==> src/rtl/mc_wvb_reader.sv <==
// mc_wvb_reader: round-robin copies multi-channel waveform-buffer events into a direct-readout DPRAM
// as word-framed records and hands each filled buffer to the readout engine via run/busy.
module mc_wvb_reader #(
  parameter int N_CHANNELS  = 4,
  parameter int HDR_W       = 80,
  parameter int WVB_W       = 22,
  parameter int DPRAM_W     = 32,
  parameter int P_ADR_W     = 10,
  parameter int FILL_THRESH = 768
) (
  input  logic                        clk,
  input  logic                        rst,
  input  logic                        en,
  input  logic                        dpram_mode,
  input  logic [N_CHANNELS-1:0]       hdr_empty,
  input  logic [N_CHANNELS*HDR_W-1:0] hdr_data,
  output logic [N_CHANNELS-1:0]       hdr_rdreq,
  input  logic [N_CHANNELS*WVB_W-1:0] wvb_data,
  output logic [N_CHANNELS-1:0]       wvb_rdreq,
  output logic [N_CHANNELS-1:0]       wvb_rddone,
  output logic [DPRAM_W-1:0]          dpram_data,
  output logic [P_ADR_W-1:0]          dpram_addr,
  output logic                        dpram_wren,
  output logic [15:0]                 dpram_len,
  output logic                        dpram_run,
  input  logic                        dpram_busy,
  output logic [15:0]                 n_events
);
  localparam int HW  = (HDR_W + DPRAM_W - 1) / DPRAM_W;
  localparam int CW  = N_CHANNELS > 1 ? $clog2(N_CHANNELS) : 1;
  localparam int HIW = HW > 1 ? $clog2(HW) : 1;
  // last address a sample may occupy; the final DPRAM word is never written
  localparam logic [P_ADR_W-1:0] LAST_SAMP = {{(P_ADR_W-1){1'b1}}, 1'b0};
  typedef enum logic [2:0] {IDLE, ARB, HDR, SAMP, DRAIN, PATCH, RUN, WAIT} state_t;
  state_t               r_state;
  logic [CW-1:0]        r_ptr, r_chan, w_grant;
  logic [P_ADR_W-1:0]   r_base, r_addr, r_wp;
  logic [HIW-1:0]       r_hidx;
  logic [15:0]          r_cnt;
  logic                 r_trunc, r_first;
  logic                 w_any, w_hdr_last;
  logic [N_CHANNELS-1:0] w_sel;
  logic [HW*DPRAM_W-1:0] w_hdr;
  logic [WVB_W-1:0]     w_samp;
  assign w_any      = |(~hdr_empty);
  assign w_sel      = N_CHANNELS'(1) << r_chan;
  assign w_hdr      = (HW*DPRAM_W)'(hdr_data[r_chan*HDR_W +: HDR_W]);
  assign w_samp     = wvb_data[r_chan*WVB_W +: WVB_W];
  assign w_hdr_last = r_hidx == HIW'(HW-1);
  assign hdr_rdreq  = (r_state == HDR && w_hdr_last) ? w_sel : '0;
  assign wvb_rdreq  = (r_state == SAMP || r_state == DRAIN) ? w_sel : '0;
  // later iterations are closer to ptr+1, so the first pending channel after ptr wins
  always_comb begin
    w_grant = r_ptr;
    for (int k = N_CHANNELS; k >= 1; k--) begin
      int j;
      j = int'(r_ptr) + k;
      if (j >= N_CHANNELS) j = j - N_CHANNELS;
      if (!hdr_empty[j]) w_grant = CW'(j);
    end
  end
  always_ff @(posedge clk or posedge rst)
    if (rst) begin
      r_state    <= IDLE;
      r_ptr      <= '0;
      r_chan     <= '0;
      r_base     <= '0;
      r_addr     <= '0;
      r_wp       <= '0;
      r_hidx     <= '0;
      r_cnt      <= '0;
      r_trunc    <= 1'b0;
      r_first    <= 1'b0;
      dpram_data <= '0;
      dpram_addr <= '0;
      dpram_wren <= 1'b0;
      dpram_len  <= '0;
      dpram_run  <= 1'b0;
      wvb_rddone <= '0;
      n_events   <= '0;
    end else begin
      dpram_wren <= 1'b0;
      dpram_run  <= 1'b0;
      dpram_len  <= '0;
      wvb_rddone <= '0;
      case (r_state)
        IDLE: if (en && !dpram_busy && w_any) r_state <= ARB;
        ARB: begin
          r_chan  <= w_grant;
          r_ptr   <= w_grant;
          r_base  <= r_wp;
          r_addr  <= r_wp + 1'b1;
          r_hidx  <= '0;
          r_cnt   <= '0;
          r_trunc <= 1'b0;
          r_state <= HDR;
        end
        HDR: begin
          dpram_wren <= 1'b1;
          dpram_addr <= r_addr;
          dpram_data <= w_hdr[r_hidx*DPRAM_W +: DPRAM_W];
          r_addr     <= r_addr + 1'b1;
          r_hidx     <= r_hidx + 1'b1;
          if (w_hdr_last) r_state <= SAMP;
        end
        SAMP: begin
          dpram_wren <= 1'b1;
          dpram_addr <= r_addr;
          dpram_data <= DPRAM_W'(w_samp);
          r_addr     <= r_addr + 1'b1;
          r_cnt      <= r_cnt + {15'b0, r_cnt != 16'hFFFF};
          if (w_samp[0]) r_state <= PATCH;
          else if (r_addr >= LAST_SAMP) begin
            r_trunc <= 1'b1;
            r_state <= DRAIN;
          end
        end
        DRAIN: if (w_samp[0]) r_state <= PATCH;
        PATCH: begin
          dpram_wren <= 1'b1;
          dpram_addr <= r_base;
          dpram_data <= DPRAM_W'({4'hE, 4'(r_chan), 7'b0, r_trunc, r_cnt});
          wvb_rddone <= w_sel;
          n_events   <= n_events + 1'b1;
          r_wp       <= r_addr;
          r_state    <= (dpram_mode && 32'(r_addr) < 32'(FILL_THRESH) && w_any) ? ARB : RUN;
        end
        RUN: begin
          dpram_run <= 1'b1;
          dpram_len <= 16'(r_wp);
          r_first   <= 1'b1;
          r_state   <= WAIT;
        end
        WAIT: begin
          r_first <= 1'b0;
          if (!r_first && !dpram_busy) begin
            r_wp     <= '0;
            n_events <= '0;
            r_state  <= IDLE;
          end
        end
      endcase
    end
endmodule

==> config.mk <==
export PLATFORM = sky130hd
export DESIGN_NAME = mc_wvb_reader
export DESIGN_NICKNAME = d
export VERILOG_FILES = /design/src/rtl/mc_wvb_reader.sv
export SDC_FILE = /design/constraint.sdc
export NUM_CORES = 1
export LEC_CHECK = 0
export CORE_UTILIZATION = 25
export CTS_CLUSTER_SIZE = 30
export DETAILED_ROUTE_END_ITERATION = 6
export GPL_TIMING_DRIVEN = 0
export PLACE_DENSITY_LB_ADDON = 0.3
export SLEW_MARGIN = 20
export SYNTH_ARGS = -nofsm -noshare
export SYNTH_HDL_FRONTEND = slang
export SYNTH_SLANG_ARGS = --single-unit
==> constraint.sdc <==
create_clock -name clk -period 4.4 [get_ports clk]
set_input_delay 0.88 -clock clk [delete_from_list [all_inputs] [get_ports clk]]
set_output_delay 0.88 -clock clk [all_outputs]
set_load 0.02 [all_outputs]
# After elaboration in Yosys (flattened, before gate mapping)
# Cells that the tools add are included.
# op_classes
order_cmp	10
n_eq_ne	17
n_mul	2
reduce_logical	24
n_shift	4
addsub	13
bitwise	1
muxes	47
# ops
operator	n
$shiftx A320 B10 Y80	1
$lt A32 B4 Y1 const B	4
$mux W32	4
$pmux W32 S3	1
$shiftx A96 B8 Y32	1
$shiftx A88 B8 Y22	1
$pmux W16 S2	2
$pmux W10 S2	3
$pmux W3 S8	1
$mux W3	7
$add A10 B1 Y10 const B	2
$mux W10	2
$add A16 B1 Y16	1
$add A16 B1 Y16 const B	1
$mux W16	1
$ne A16 B16 Y1 const B	1
$eq A3 B3 Y1 const B	4
$mux W1	12
$mux W4	3
$reduce_bool A2 Y1	6
$sub A3 B3 Y4 const B	3
$ge A10 B10 Y1 const B	1
$lt A10 B10 Y1 const B	1
$ne A2 B2 Y1 const B	5
32 further kinds	50
# word_totals
inputBits	417
regBits	135
output_inout_bits	88
wordCells	134

# Depth between registers and ports, before layout
# depth
word_depth	10
mapped_depth	13
ltp_nobuf	10

# Least setup slack after synthesis
# Ideal clock, no wire load.
# synth_path
path_type	flip-flop to output port
from	reg r_hidx[0]
to	out hdr_rdreq[0]
required_time_ns	3.520
stages_incl_launch_ff	8
path_buffers	3
t_arrival_ns	1.767
path_slack_ns	1.753
cell_sequence	dfrtp_1 clkbuf_1 inv_2 buf_2 buf_2 ha_1 and3_1 and2_1
# synth_between
elab_chain_len	3
# synth_rtl
item	line	text
start: declaration	38	logic [HIW-1:0] r_hidx;
start signal: assignment	103	r_hidx <= r_hidx + 1'b1;
$eq A2 B2 Y1	49	assign w_hdr_last = r_hidx == HIW'(HW-1);
$logic_and A1 B1 Y1	50	assign hdr_rdreq = (r_state == HDR && w_hdr_last) ? w_sel : '0;
$mux W4	50	
end: declaration	17	output logic [N_CHANNELS-1:0] hdr_rdreq,
# Every way passes these cells.

# Worst setup path after layout
# Same ends and word-level chain as after synthesis.

==> load_flow_metrics.sql <==
INSERT INTO impl_metrics (metric_group, metric, value, unit) VALUES
('run_status', 'status', 'complete, no violations', ''),
('timing', 'maxSlewHeadroom', '20.05', '%'),
('synthesis', 'post_synth_num_cell_types', '62', ''),
('timing', 'final.setup.worst_slack', '211.0', 'ps'),
('clock_network', 'hold_buffers', '0', ''),
('place', 'placed_cell_area', '15120', 'µm²'),
('timing', 'layout_min_cycle_time', '4189', 'ps'),
('finish', 'drive_above_1_share', '13.34', '%'),
('synthesis', 'synth_enable_flop_cells', '0', ''),
('setup_path', 'crit_path_max_delay_cell_type', 'clkdlybuf4s50_1', ''),
('setup_path', 'count_of_cells_along_the_worst_register_to_register_path', '13', ''),
('timing', 'tns', '0', 'ps'),
('place', 'dp_worst_setup_slack', '469.4', 'ps'),
('routing', 'drt-total-wl', '51890', 'µm'),
('global_route', 'via_count_of_the_first_global_routing_pass', '10410', ''),
('min_path', 'worst_hold_startpoint', 'r_base[2]$_DFFE_PP0P_', ''),
('clock_network', 'h-tree-depth', '4', ''),
('pwr', 'comb_power_share', '63.1', '%'),
('global_route', 'pin_count_of_the_biggest_net_entering_global_routing', '98', ''),
('clock_network', 'clk_transition_reported_paths', '60', 'ps'),
('setup_path', 'critPathCaptureType', 'output port', ''),
('timing', 'timing.final.hold_violations', '0', ''),
('finish', 'layout.cell_area.non_filler', '15740', 'µm²'),
('setup_path', 'cpLargestDelayFamily', 'buffers and inverters', ''),
('setup_path', 'timing.critical_path.arrival', '3310', 'ps'),
('job', 'drv_cap', '0', ''),
('setup_path', 'r2r_setup_slack', '1210', 'ps'),
('die', 'die_width', '196.6', 'µm'),
('setup_path', 'timing.setup.critical_path_class', 'reg -> out', ''),
('synthesis', 'postSynth.topFlopCell', 'dfrtp_1', ''),
('timing', 'worst_clock_skew', '12.14', 'ps'),
('clock_network', 'clk_root_buffer_cell', 'clkbuf_16', ''),
('synthesis', 'synth-seq-area-share', '34.11', '%'),
('global_route', 'grt-ovfl-total', '0', ''),
('synthesis', 'synth_seq_cells', '129', ''),
('global_route', 'global_route_wire_length_before_repair', '73690', 'µm'),
('die', 'die-area', '38640', 'µm²'),
('clock_network', 'clock_insertion_delay_worst_skew', '430', 'ps'),
('die', 'coreArea', '36960', 'µm²'),
('routing', 'drc', '0', ''),
('clock_network', 'cts.path.max_buffers', '2', ''),
('timing', 'final_hold_slack', '478.6', 'ps'),
('pwr', 'peak_supply_drop', '300.9', 'µV'),
('die', 'io_pins', '505', ''),
('routing', 'vias_per_cell', '5.138', ''),
('pwr', 'internal_power', '0.005129', 'W'),
('global_route', 'gr-usage-all-layers', '26.90', '%'),
('setup_path', 'timing.critical_path.cells', 'clkbuf_1 -> inv_4 -> buf_2 -> clkbuf_4 -> ha_1 -> and3_1 -> and2_1 -> clkdlybuf4s50_1', ''),
('timing', 'grt_setup_unrepaired', 'false', ''),
('pwr', 'clock_power_share', '15.7', '%'),
('place', 'place.gp.congestion', '0.9508', ''),
('routing', 'detailedRoute.firstIterationViolations', '699', ''),
('min_path', 'worst_hold_path_type', 'reg -> reg', ''),
('synthesis', 'async_reset_ff_share', '100.0', '%'),
('pwr', 'net-switching-power', '0.004278', 'W'),
('pwr', 'power_density', '597.6', 'nW/µm²'),
('clock_network', 'clock-sinks', '129', ''),
('clock_network', 'tritoncts.num_buffers', '17', ''),
('min_path', 'worstHoldPathCells', '2', ''),
('synthesis', 'synthesis.yosys.warnings', '0', ''),
('setup_path', 'worstPathMaxFanout', '10', ''),
('pwr', 'total_power', '0.009407', 'W'),
('synthesis', 'mapped_avg_cell_area', '10.21', 'µm²'),
('routing', 'routed_wire_length_per_instance', '26.30', 'µm'),
('routing', 'detailroute.via_count', '10140', ''),
('setup_path', 'reg2reg_from', 'r_state[1]$_DFFE_PP0P_', ''),
('finish', 'design.final.nets', '1875', ''),
('routing', 'first_pass_iters', '6', ''),
('synthesis', 'netlist_instances', '927', ''),
('pwr', 'share_seq_of_total_power', '21.2', '%'),
('pwr', 'static-leakage-power', '6.125', 'nW');
[cell usage in the layout, fill, tap and decap left out, types with 25 or more instances in the layout]
cell	netlist	final
clkbuf_1	40	41
o21ai_0	64	64
clkdlybuf4s50_1	0	497
nor2_1	65	65
a21oi_1	46	46
mux2i_1	25	25
mux4_2	103	103
dfrtp_1	129	129
nand2_1	157	157
[power groups by stage]
stage	Clock [W]	Sequential, W	Combinational, W
3_3_place_gp	0	0.00200	0.00588
3_5_place_dp	0	0.00200	0.00593
4_1_cts	0.00150	0.00199	0.00596
6_report	0.00148	0.00199	0.00594
5_1_grt	0.00156	0.00205	0.00637
2_1_floorplan	0	0.00218	0.00336
[stage by stage]
stage | util, % | instances
final | 42.59 | 1973
after global routing | 42.57 | 1971
after CTS | 42.53 | 1966
after detailed placement | 40.92 | 1934
after global placement | 40.82 | 1933
after floorplan | - | 932
[metal layers]
metal | GRT usage (%) | vias up | wire [µm]
li1 | - | 4518 | -
met1 | 34.45 | 5143 | 21700
met2 | 47.24 | 429 | 26270
met3 | 4.945 | 48 | 2987
met4 | 5.266 | 0 | 936
met5 | 0 | - | 0
[cell families (layout without fill, tap and decap cells)]
kind of cell | count (synthesis) | in the layout | synth area share [%]
and+or+nand+nor | 324 | 324 | 15.65
muxes | 146 | 146 | 29.38
buffers and inverters | 94 | 624 | 4.654
xor gates and xnor gates | 20 | 20 | 1.851
AOI/OAI and AO/OA | 204 | 204 | 13.13
DFF | 129 | 129 | 34.11
other | 1 | 13 | 0.03962
adders and majority gates | 9 | 9 | 1.190
[worst max path at each step]
stage                          startpoint                    endpoint  slack, ps  cells past startpoint
finish              r_hidx[0]$_DFFE_PP0N_                hdr_rdreq[0]        210                      8
global route        r_hidx[0]$_DFFE_PP0N_                hdr_rdreq[0]         10                      8
CTS                 r_hidx[0]$_DFFE_PP0N_                hdr_rdreq[0]        0.4                      8
detailed placement  r_hidx[0]$_DFFE_PP0N_                hdr_rdreq[0]        470                      8
global placement                      rst  dpram_data[19]$_DFFE_PP0P_      -2190                      2
floorplan                             rst   dpram_addr[0]$_DFFE_PP0P_         80                      1
[flip-flops by register name, indices dropped and copies added, names as in the netlist]
register / count
dpram_addr: 10
dpram_len: 10
r_wp: 10
r_base: 10
r_hidx: 2
r_state: 3
dpram_data: 32
dpram_run: 1
r_trunc: 1
r_first: 1
r_cnt: 16
r_addr: 10
dpram_wren: 1
r_chan: 2
wvb_rddone: 4
n_events: 16
[worst register-to-register path: cells and delay by family (launching register included)]
family | cells | cell delay, ps
buffers and inverters | 3 | 950
multiplexers | 1 | 370
AND/OR/NAND/NOR | 5 | 840
flip-flops | 1 | 360
AO/OA/AOI/OAI | 3 | 260
adder cells (fa/ha/maj) | 1 | 260
[cell type report]
cell class | instances | area, µm² | area share [%]
Inverter | 12 | 55.05 | 0.3498
Buffer | 82 | 397.9 | 2.528
Clock buffer | 19 | 442.9 | 2.814
Antenna cell | 7 | 17.52 | 0.1113
Timing Repair Buffer | 498 | 5002 | 31.78
Clock inverter | 13 | 151.4 | 0.9618
Tap cell | 504 | 630.6 | 4.006
Sequential cell | 129 | 3228 | 20.51
Multi-Input combinational cell | 709 | 5814 | 36.94
[synth_stat cells, drive strengths merged, types with 5 or more instances]
library cell,instances,area share (%)
nand2,157,6.2
dfrtp,129,34
mux4,103,25
o21ai,66,3.5
nor2,65,2.6
a21oi,46,2.4
buf,42,2.6
clkbuf,40,1.6
mux2i,25,2.6
a31oi,24,1.6
nand3,24,1.3
and2,22,1.5
mux2,18,2.2
xor2,14,1.3
a22oi,12,0.95
inv,12,0.48
nand4,12,0.86
o22ai,11,0.73
nor2b,10,0.66
a211oi,9,0.77
ha,9,1.2
nor3,8,0.48
a22o,6,0.56
or3,6,0.40
xnor2,6,0.56
and3,5,0.38
nand2b,5,0.33
[repair_timing]
action,in CTS,in global routing
gates resized for setup,0,2
setup endpoints to repair,0,4
setup buffers,0,0
(Power assumes the default switching activity.)
